### config.mk
export PLATFORM = sky130hd
export DESIGN_NAME = i2c_slave_if_flat
export DESIGN_NICKNAME = d
export VERILOG_FILES = /design/src/rtl/i2c_slave_if_if.sv /design/src/rtl/i2c_slave_if.sv /design/src/flat_wrapper.sv
export SDC_FILE = /design/constraint.sdc
export NUM_CORES = 1
export LEC_CHECK = 0
export ABC_AREA = 0
export CELL_PAD_IN_SITES_DETAIL_PLACEMENT = 2
export CELL_PAD_IN_SITES_GLOBAL_PLACEMENT = 2
export CORE_MARGIN = 2
export CORE_UTILIZATION = 37
export CTS_CLUSTER_DIAMETER = 40
export DETAILED_ROUTE_END_ITERATION = 10
export PLACE_DENSITY_LB_ADDON = 0.25
export SLEW_MARGIN = 20
export SYNTH_ARGS = -nofsm -noshare
export SYNTH_HDL_FRONTEND = slang
export SYNTH_SLANG_ARGS = --single-unit
### constraint.sdc
create_clock -name clk_i -period 7 [get_ports clk_i]
set_input_delay 1.4 -clock clk_i [delete_from_list [all_inputs] [get_ports clk_i]]
set_output_delay 1.4 -clock clk_i [all_outputs]
set_load 0.005 [all_outputs]
### src/rtl/i2c_slave_if_if.sv
// I2C bus-side signals for one slave endpoint. The slave never drives SCL;
// SDA is open-drain, with the wired-AND formed outside the slave.
interface i2c_slave_if_if;
    logic scl_i;
    logic sda_i;
    logic sda_o;

    modport slave  (input  scl_i, input  sda_i, output sda_o);
    modport master (output scl_i, output sda_i, input  sda_o);
endinterface

### src/rtl/i2c_slave_if.sv
// I2C target endpoint: 7-bit address, write bytes to an rx strobe,
// read bytes from a preloadable transmit FIFO. Oversampled, never stretches SCL.
module i2c_slave_if #(
    parameter int unsigned TX_DEPTH       = 16,
    parameter int unsigned SYNC_STAGES    = 2,
    parameter logic [7:0]  IDLE_READ_BYTE = 8'hFF
) (
    input  logic           clk_i,
    input  logic           rst_i,
    i2c_slave_if_if.slave  bus,
    input  logic [6:0]     slave_addr,
    input  logic           tx_push,
    input  logic [7:0]     tx_data,
    output logic           tx_full,
    output logic           tx_empty,
    output logic           rx_valid,
    output logic [7:0]     rx_data,
    output logic [7:0]     most_recent_xfer,
    output logic           busy
);

    localparam logic [2:0] ST_IDLE      = 3'd0;
    localparam logic [2:0] ST_ADDR      = 3'd1;
    localparam logic [2:0] ST_WR_DATA   = 3'd2;
    localparam logic [2:0] ST_RD_DATA   = 3'd3;
    localparam logic [2:0] ST_RD_ACK    = 3'd4;
    localparam logic [2:0] ST_IGNORE    = 3'd5;
    localparam logic [2:0] ST_WAIT_STOP = 3'd6;

    localparam int unsigned AW = $clog2(TX_DEPTH);
    localparam logic [AW:0] PTR_ONE = {{AW{1'b0}}, 1'b1};

    logic [SYNC_STAGES-1:0] r_scl_sync;
    logic [SYNC_STAGES-1:0] r_sda_sync;
    logic                   r_scl_d;
    logic                   r_sda_d;
    logic                   w_scl;
    logic                   w_sda;
    logic                   w_scl_rise;
    logic                   w_scl_fall;
    logic                   w_start;
    logic                   w_stop;

    logic [2:0]  r_state;
    logic [3:0]  r_bitcnt;
    logic [6:0]  r_shift;
    logic [7:0]  w_shift_next;
    logic        r_rw;
    logic        r_match;
    logic        r_mack;
    logic [7:0]  r_tx_byte;
    logic [6:0]  r_tx_shift;
    logic        r_sda_o;
    logic        r_rx_valid;
    logic [7:0]  r_rx_data;
    logic [7:0]  r_mrx;
    logic        r_busy;

    logic [7:0]  r_mem [TX_DEPTH];
    logic [AW:0] r_wr_ptr;
    logic [AW:0] r_rd_ptr;
    logic        w_empty;
    logic        w_full;
    logic [7:0]  w_head;
    logic        w_load;
    logic        w_pop;
    logic        w_push_ok;

    // Synchronizers reset high so an idle bus is not mistaken for a START.
    always_ff @(posedge clk_i or negedge rst_i) begin
        if (!rst_i) begin
            r_scl_sync <= '1;
            r_sda_sync <= '1;
            r_scl_d    <= 1'b1;
            r_sda_d    <= 1'b1;
        end else begin
            r_scl_sync <= {r_scl_sync[SYNC_STAGES-2:0], bus.scl_i};
            r_sda_sync <= {r_sda_sync[SYNC_STAGES-2:0], bus.sda_i};
            r_scl_d    <= r_scl_sync[SYNC_STAGES-1];
            r_sda_d    <= r_sda_sync[SYNC_STAGES-1];
        end
    end

    always_comb begin
        w_scl        = r_scl_sync[SYNC_STAGES-1];
        w_sda        = r_sda_sync[SYNC_STAGES-1];
        w_scl_rise   = w_scl & ~r_scl_d;
        w_scl_fall   = ~w_scl & r_scl_d;
        w_start      = w_scl & r_scl_d & r_sda_d & ~w_sda;
        w_stop       = w_scl & r_scl_d & ~r_sda_d & w_sda;
        w_shift_next = {r_shift, w_sda};
    end

    always_comb begin
        w_empty   = (r_wr_ptr == r_rd_ptr);
        w_full    = (r_wr_ptr[AW] != r_rd_ptr[AW]) &&
                    (r_wr_ptr[AW-1:0] == r_rd_ptr[AW-1:0]);
        w_head    = w_empty ? IDLE_READ_BYTE : r_mem[r_rd_ptr[AW-1:0]];
        // A byte is loaded on the SCL fall that ends an ACK leading into a read.
        w_load    = ~w_start & ~w_stop & w_scl_fall && (r_bitcnt == 4'd9) &&
                    (((r_state == ST_ADDR) && r_match && r_rw) ||
                     ((r_state == ST_RD_ACK) && r_mack));
        w_pop     = w_load & ~w_empty;
        w_push_ok = tx_push & (~w_full | w_pop);
    end

    always_ff @(posedge clk_i) begin
        if (w_push_ok) begin
            r_mem[r_wr_ptr[AW-1:0]] <= tx_data;
        end
    end

    always_ff @(posedge clk_i or negedge rst_i) begin
        if (!rst_i) begin
            r_wr_ptr <= '0;
            r_rd_ptr <= '0;
        end else begin
            if (w_push_ok) begin
                r_wr_ptr <= r_wr_ptr + PTR_ONE;
            end
            if (w_pop) begin
                r_rd_ptr <= r_rd_ptr + PTR_ONE;
            end
        end
    end

    always_ff @(posedge clk_i or negedge rst_i) begin
        if (!rst_i) begin
            r_state    <= ST_IDLE;
            r_bitcnt   <= '0;
            r_shift    <= '0;
            r_rw       <= 1'b0;
            r_match    <= 1'b0;
            r_mack     <= 1'b0;
            r_tx_byte  <= '0;
            r_tx_shift <= '0;
            r_sda_o    <= 1'b1;
            r_rx_valid <= 1'b0;
            r_rx_data  <= '0;
            r_mrx      <= '0;
            r_busy     <= 1'b0;
        end else begin
            r_rx_valid <= 1'b0;
            if (w_start) begin
                r_state  <= ST_ADDR;
                r_bitcnt <= '0;
                r_sda_o  <= 1'b1;
                r_busy   <= 1'b0;
            end else if (w_stop) begin
                r_state  <= ST_IDLE;
                r_bitcnt <= '0;
                r_sda_o  <= 1'b1;
                r_busy   <= 1'b0;
            end else if (w_load) begin
                r_state    <= ST_RD_DATA;
                r_bitcnt   <= '0;
                r_tx_byte  <= w_head;
                r_tx_shift <= w_head[6:0];
                r_sda_o    <= w_head[7];
            end else begin
                case (r_state)
                    ST_ADDR, ST_WR_DATA: begin
                        if (w_scl_rise) begin
                            if (r_bitcnt < 4'd8) begin
                                r_shift  <= w_shift_next[6:0];
                                r_bitcnt <= r_bitcnt + 4'd1;
                                if (r_bitcnt == 4'd7) begin
                                    if (r_state == ST_ADDR) begin
                                        r_rw    <= w_sda;
                                        r_match <= (w_shift_next[7:1] == slave_addr);
                                    end else begin
                                        r_rx_valid <= 1'b1;
                                        r_rx_data  <= w_shift_next;
                                        r_mrx      <= w_shift_next;
                                    end
                                end
                            end else if (r_bitcnt == 4'd8) begin
                                r_bitcnt <= 4'd9;
                            end
                        end else if (w_scl_fall) begin
                            if (r_bitcnt == 4'd8) begin
                                if ((r_state == ST_WR_DATA) || r_match) begin
                                    r_sda_o <= 1'b0;
                                    if (r_state == ST_ADDR) begin
                                        r_busy <= 1'b1;
                                    end
                                end else begin
                                    r_state <= ST_IGNORE;
                                end
                            end else if (r_bitcnt == 4'd9) begin
                                r_sda_o  <= 1'b1;
                                r_bitcnt <= '0;
                                r_state  <= ST_WR_DATA;
                            end
                        end
                    end
                    ST_RD_DATA: begin
                        if (w_scl_rise && (r_bitcnt < 4'd8)) begin
                            r_bitcnt <= r_bitcnt + 4'd1;
                        end else if (w_scl_fall) begin
                            if (r_bitcnt == 4'd8) begin
                                r_sda_o <= 1'b1;
                                r_mrx   <= r_tx_byte;
                                r_state <= ST_RD_ACK;
                            end else if (r_bitcnt != 4'd0) begin
                                r_sda_o    <= r_tx_shift[6];
                                r_tx_shift <= {r_tx_shift[5:0], 1'b1};
                            end
                        end
                    end
                    ST_RD_ACK: begin
                        if (w_scl_rise) begin
                            r_bitcnt <= 4'd9;
                            r_mack   <= ~w_sda;
                            if (w_sda) begin
                                r_state <= ST_WAIT_STOP;
                                r_busy  <= 1'b0;
                            end
                        end
                    end
                    ST_IDLE, ST_IGNORE, ST_WAIT_STOP: begin
                        r_sda_o <= 1'b1;
                    end
                    default: begin
                        r_state <= ST_IDLE;
                        r_sda_o <= 1'b1;
                    end
                endcase
            end
        end
    end

    assign bus.sda_o        = r_sda_o;
    assign tx_full          = w_full;
    assign tx_empty         = w_empty;
    assign rx_valid         = r_rx_valid;
    assign rx_data          = r_rx_data;
    assign most_recent_xfer = r_mrx;
    assign busy             = r_busy;

endmodule

### src/flat_wrapper.sv
// flat-port wrapper written by rule: the top's interface ports become plain ports
module i2c_slave_if_flat 
#(
    parameter int unsigned TX_DEPTH       = 16,
    parameter int unsigned SYNC_STAGES    = 2,
    parameter logic [7:0]  IDLE_READ_BYTE = 8'hFF
)
  (clk_i, rst_i, slave_addr, tx_push, tx_data, tx_full, tx_empty, rx_valid, rx_data, most_recent_xfer, busy, bus_scl_i, bus_sda_i, bus_sda_o);
  i2c_slave_if_if bus_i ();
  input  logic clk_i;
  input  logic rst_i;
  input  logic [6:0] slave_addr;
  input  logic tx_push;
  input  logic [7:0] tx_data;
  output logic tx_full;
  output logic tx_empty;
  output logic rx_valid;
  output logic [7:0] rx_data;
  output logic [7:0] most_recent_xfer;
  output logic busy;
  input wire logic [$bits(bus_i.scl_i)-1:0] bus_scl_i;
  input wire logic [$bits(bus_i.sda_i)-1:0] bus_sda_i;
  output wire logic [$bits(bus_i.sda_o)-1:0] bus_sda_o;
  assign bus_i.scl_i = bus_scl_i;
  assign bus_i.sda_i = bus_sda_i;
  assign bus_sda_o = bus_i.sda_o;
  i2c_slave_if #(.TX_DEPTH(TX_DEPTH), .SYNC_STAGES(SYNC_STAGES), .IDLE_READ_BYTE(IDLE_READ_BYTE)) u_core (.clk_i(clk_i), .rst_i(rst_i), .bus(bus_i), .slave_addr(slave_addr), .tx_push(tx_push), .tx_data(tx_data), .tx_full(tx_full), .tx_empty(tx_empty), .rx_valid(rx_valid), .rx_data(rx_data), .most_recent_xfer(most_recent_xfer), .busy(busy));
endmodule
# ---- Yosys cells after proc, flatten, opt, wreduce, memory -nomap -nowiden
# Memories as Yosys holds them, arrays and structs flattened.
# Index checks and enable logic that the tools add are counted.
dict set report op_classes {
  addsub 3
  n_lt_le_gt_ge 1
  eq_ne 48
  mux 75
  bitwise 22
  n_reduce_logical 30
}
# op n
set ops {}
lappend ops {{8-bit 2-to-1 mux} 8}
lappend ops {{4-bit 2-to-1 mux} 11}
lappend ops {{7-bit 2-to-1 mux} 6}
lappend ops {{3-bit 2-to-1 mux} 13}
lappend ops {{1-bit 2-to-1 mux} 32}
lappend ops {{4-bit by 1-bit inequality test with 1-bit output, second input constant} 8}
lappend ops {{5-bit by 1-bit inequality test with 1-bit output, second input constant} 6}
lappend ops {{6-bit by 1-bit inequality test with 1-bit output, second input constant} 4}
lappend ops {{8-bit AND reduction} 3}
lappend ops {{8-bit one-hot mux with 2 select lines} 1}
lappend ops {{2-bit by 1-bit inequality test with 1-bit output, second input constant} 7}
lappend ops {{7-bit AND reduction} 2}
lappend ops {{6-bit by 2-bit inequality test with 1-bit output, second input constant} 2}
lappend ops {{3-bit one-hot mux with 4 select lines} 1}
lappend ops {{4-bit one-hot mux with 3 select lines} 1}
lappend ops {{1-bit AND} 11}
lappend ops {{11-bit AND reduction} 1}
lappend ops {{5-bit by 1-bit adder with 5-bit output, second input constant} 2}
lappend ops {{1-bit inverter} 10}
lappend ops {{10-bit AND reduction} 1}
lappend ops {{3-bit == test, second input constant} 3}
lappend ops {{9-bit AND reduction} 1}
lappend ops {{4-bit == test, second input constant} 2}
lappend ops {{2-bit nonzero test} 4}
lappend ops {{other kinds (29)} 39}
dict set report totals {
  regBits 67
  ramBits 128
  in_bits 20
  output_inout_bits 21
  wordCells 199
  mem_count 1
}
# name depth word_bits rd rd_clocked_by_memory_dff wr line
set memory_table {}
lappend memory_table {u_core.r_mem 16 8 1 0 1 i2c_slave_if.sv:59} ;# logic [7:0] r_mem [TX_DEPTH];

# ---- Depth between registers and ports, before layout
dict set report depth {
  ltp_word 13
  depth_mapped 10
  mapped_depth_nobuf 8
}

# ---- Worst setup path after synthesis
# No wires, ideal clock.
dict set report synth_path {
  path_kind {input port to flip-flop}
  startpoint {in tx_push}
  endpoint {mem u_core.r_mem[3][0], enable pin}
  setup_ns 0.383
  arrival_time_ns 2.396
  required_ns 6.617
  slack_ns 4.220
  path_stages 3
  path_cell_list {a21boi_4 > nand2_1 > nor3_1}
}
dict set report synth_between {
  elab_chain_cells 3
}
# item line
set synth_rtl {}
lappend synth_rtl {{start, declared} flat_wrapper.sv:13} ;# input logic tx_push;
lappend synth_rtl {{1-bit AND} i2c_slave_if.sv:104} ;# w_push_ok = tx_push & (~w_full | w_pop);
lappend synth_rtl {{1-bit 2-to-1 mux} i2c_slave_if.sv:108} ;# if (w_push_ok) begin
lappend synth_rtl {{1-bit 2-to-1 mux (not written as such)} i2c_slave_if.sv:109} ;# r_mem[r_wr_ptr[AW-1:0]] <= tx_data;
lappend synth_rtl {{end, declared} i2c_slave_if.sv:59}
# Every way passes these cells.

# ---- Worst setup path after layout
dict set report layout_path {
  startpoint {reg u_core.r_rd_ptr[0]}
  endpoint {out tx_full}
}
dict set report layout_between {
  elab_chain_cells 2
}
# item line
set layout_rtl {}
lappend layout_rtl {{start, declared} i2c_slave_if.sv:61} ;# logic [AW:0] r_rd_ptr;
lappend layout_rtl {{start signal, assigned} i2c_slave_if.sv:122} ;# r_rd_ptr <= r_rd_ptr + PTR_ONE;
lappend layout_rtl {{4-bit == test} i2c_slave_if.sv:97} ;# (r_wr_ptr[AW-1:0] == r_rd_ptr[AW-1:0]);
lappend layout_rtl {{1-bit logical AND} i2c_slave_if.sv:96} ;# w_full = (r_wr_ptr[AW] != r_rd_ptr[AW]) &&
lappend layout_rtl {{end, declared} flat_wrapper.sv:15} ;# output logic tx_full;
# Every way passes these cells.

==> results.py <==
metrics = {
    "floorplanning": {
        "die_x_um": 155,
        "core_um2": 22500,
        "start_util": 0.375,
        "row_count": 55,
        "io_pins": 41,
        "dieArea_um2": 24000,
        "die_h_um": 155,
    },
    "yosys": {
        "synth_flop_cell": "edfxtp_1",
        "synthAdderAreaFrac": 0.0193,
        "synth_top_area_frac": 0.455,
        "synth_edf_count": 128,
        "synth_compound_area_frac": 0.0556,
        "synth_simple_gate_area_frac": 0.0834,
        "synth_top_family_by_area": "multiplexers",
        "syn_inst": 553,
        "synth.area.top_cells": "edfxtp_1 46%, dfrtp_1 18%, mux4_2 10%",
        "synth.mux.area_fraction": 0.139,
        "syn-cell-area_um2": 8440,
        "synth-seq-cells": 195,
        "synth-async-reset-ratio": 0.344,
        "synth_top_cell_by_area": "edfxtp_1",
        "ys_seq_area_frac": 0.655,
        "ys.warnings.count": 0,
        "avgSynthCellArea_um2": 15.3,
        "synth_nets": 586,
        "synth_xor_area_frac": 0.0239,
        "synth_cell_types": 57,
    },
    "grt": {
        "grt_pass1_vias": 5389,
        "grt_max_degree": 68,
        "grt.total_usage": 0.188,
        "gr-usage-met2": 0.337,
        "busiest_layer": "met2",
        "antenna_found_initial": 0,
        "grt_overflow_total": 0,
        "grtUsageMet3": 0.0345,
        "grt_pass1_wl_um": 33400,
        "grt_use_met1": 0.235,
    },
    "timing": {
        "finalMaxSlewViolations": 0,
        "finalHoldViolations": 0,
        "rsz0062_at_grt": "false",
        "hold-worst-slack_ns": 0.357,
        "timing.setup.tns_ns": 0,
        "tightest_slew_ns": 1.02,
        "fmax_mhz": 249,
        "period_share": 0.573,
        "finalSetupViolCount": 0,
        "skew_ns": 0.0138,
        "fin_crit_ns": 4.01,
        "maxSlewHeadroom": 0.318,
    },
    "critical_path": {
        "cp_top_family": "buffers and inverters",
        "critPathKind": "register to output port",
        "r2r_end": "u_core.r_mem[5][2]$_DFFE_PP_",
        "cp-end-kind": "output port",
        "startpoint_type": "register",
        "r2r-start": "u_core.r_state[0]$_DFFE_PN0P_",
        "reg2reg_setup_slack_ns": 3.69,
        "cp_num_buf_inv": 2,
        "cp.required_ns": 5.60,
        "cp.arrival_ns": 2.61,
        "cp_slowest_stage_delay_ns": 0.57,
        "worstPathMaxFanout": 36,
        "crit_path_top_delay_cell": "buf_4",
        "r2r_cells": 6,
        "crit_chain": "buf_4 -> xnor2_1 -> nand4_1 -> nor2b_1 -> clkdlybuf4s50_1",
    },
    "place": {
        "port_buffers": 40,
        "dp_hpwl_um": 14500,
        "place_congestion": 0.769,
    },
    "cells_and_area": {
        "fill_cells": 2160,
        "final_common_cell": "edfxtp_1",
        "antenna_cells": 0,
        "mostFrequentLayoutCells": "128 x edfxtp_1, 59 x dfrtp_1, 50 x nor2_1",
        "fin_nets": 621,
        "area_delta_synth_final_pct": 14.8,
        "drive_gt1_frac": 0.203,
    },
    "power_and_ir_drop": {
        "power.density_nw_per_um2": 353,
        "p_leak_uw": 0.00345,
        "peakVddDrop_uv": 156,
    },
    "clock_tree": {
        "cts_setup_buffers": 0,
        "postCtsHoldBufs": 0,
        "numCtsBuffers": 17,
        "cts_buffer_depth": 2,
        "htreeDepth": 4,
        "root_buffer": "clkbuf_16",
        "clock_latency_ns": 0.44,
        "cts_resized": 0,
        "cts_tree": "built",
        "path_clk_slew_ns": 0.07,
        "clkSinkCount": 195,
    },
    "routing": {
        "wl_per_cell_um": 24.1,
        "first_pass_iters": 5,
        "routed_via_density": 5.45,
        "drtAntennaViolNets": 0,
        "drc": 0,
        "drt_wl_total_um": 21400,
        "drt_iter0_drc": 285,
        "num_vias": 4826,
    },
    "worst_hold_path": {
        "hp-class": "register to register",
        "hp-start": "u_core.r_scl_sync[0]$_DFF_PN1_",
        "hold_depth": 0,
        "min_delay_worst_endpoint": "u_core.r_scl_sync[1]$_DFF_PN1_",
    },
    "run_status": {
        "status": "completed",
    },
    "run": {
        "max_cap_violations": 0,
    },
}
## flip-flops by register name, summed over array words and instances, names as in the netlist, 2 cells and up
name,count
u_core.r_shift,7
u_core.r_mem,128
u_core.r_scl_sync,2
u_core.r_tx_shift,7
u_core.most_recent_xfer,8
u_core.r_tx_byte,8
u_core.r_wr_ptr,5
u_core.r_bitcnt,4
u_core.r_state,3
u_core.r_sda_sync,2
u_core.r_rd_ptr,5
u_core.rx_data,8
## final cells by class
type	count	area (um2)	area share
inverters	16	60.1	0.00619
clock buffers	17	425	0.0439
multi-input cells	314	2740	0.282
clock inverters	15	165	0.0170
flip-flops and latches	195	5530	0.570
repair buffers	44	425	0.0439
well taps	285	357	0.0368
## cell families (layout without fill, tap and decap cells)
| logic type | after synthesis | in the layout |
|---|---|---|
| adders and majority gates | 13 | 13 |
| buffers and inverters | 44 | 92 |
| DFF | 195 | 195 |
| AOI/OAI and AO/OA | 65 | 65 |
| xor gates and xnor gates | 23 | 23 |
| and+or+nand+nor | 147 | 147 |
| muxes | 66 | 66 |
## power breakdown
part	internal, uW	switching [uW]	total (uW)
clock network	481	493	973
logic	399	483	882
registers	1410	162	1570
## per-stage QoR
stage               instances  total power, uW  instance area [um2]  worst slack (ns)   util
detailed placement        853             2470                 9080              2.90  0.404
floorplan                 553             2150                 8440              4.22      -
finish                    886             3420                 9700              2.99  0.431
CTS                       885             3450                 9670              2.91  0.430
global placement          853             2420                 9080              3.31  0.404
global route              886             3590                 9700              2.78  0.431
## worst max-delay path by stage
| stage | from | end | slack, ns | cells past startpoint |
|---|---|---|---|---|
| global placement | tx_push | u_core.r_mem[1][7]$_DFFE_PP_ | 3.31 | 4 |
| detailed placement | tx_push | u_core.r_mem[1][7]$_DFFE_PP_ | 2.90 | 4 |
| floorplan | tx_push | u_core.r_mem[3][0]$_DFFE_PP_ | 4.22 | 3 |
| CTS | u_core.r_rd_ptr[0]$_DFFE_PN0P_ | tx_full | 2.91 | 5 |
| finish | u_core.r_rd_ptr[0]$_DFFE_PN0P_ | tx_full | 2.99 | 5 |
| global route | u_core.r_rd_ptr[0]$_DFFE_PN0P_ | tx_full | 2.78 | 5 |
## routing by layer
metal,vias up,wire [um],part of all wire
met1,2565,9030,0.42
met3,19,691,0.032
met4,0,244,0.011
met5,-,0,0
li1,2144,-,-
met2,98,11400,0.53
## cells in the mapped netlist (all sizes together) (7+ instances only)
cell	instances
a21oi	9
a31oi	9
buf	17
clkbuf	11
dfrtp	60
dfstp	7
edfxtp	128
ha	13
inv	16
mux2	20
mux2i	7
mux4	39
nand2	46
nand3	7
nor2	53
nor3	14
o21ai	19
xnor2	16
xor2	7
## worst register-to-register path, stage by stage, from the launching register on
cell and delay, ns:
dfrtp_1 0.78, nand4b_4 0.19, a2111oi_4 0.61, nand2_2 0.13, a21boi_4 0.34, nand2_1 0.20, nor2_1 0.69
(Power assumes the default switching activity.)
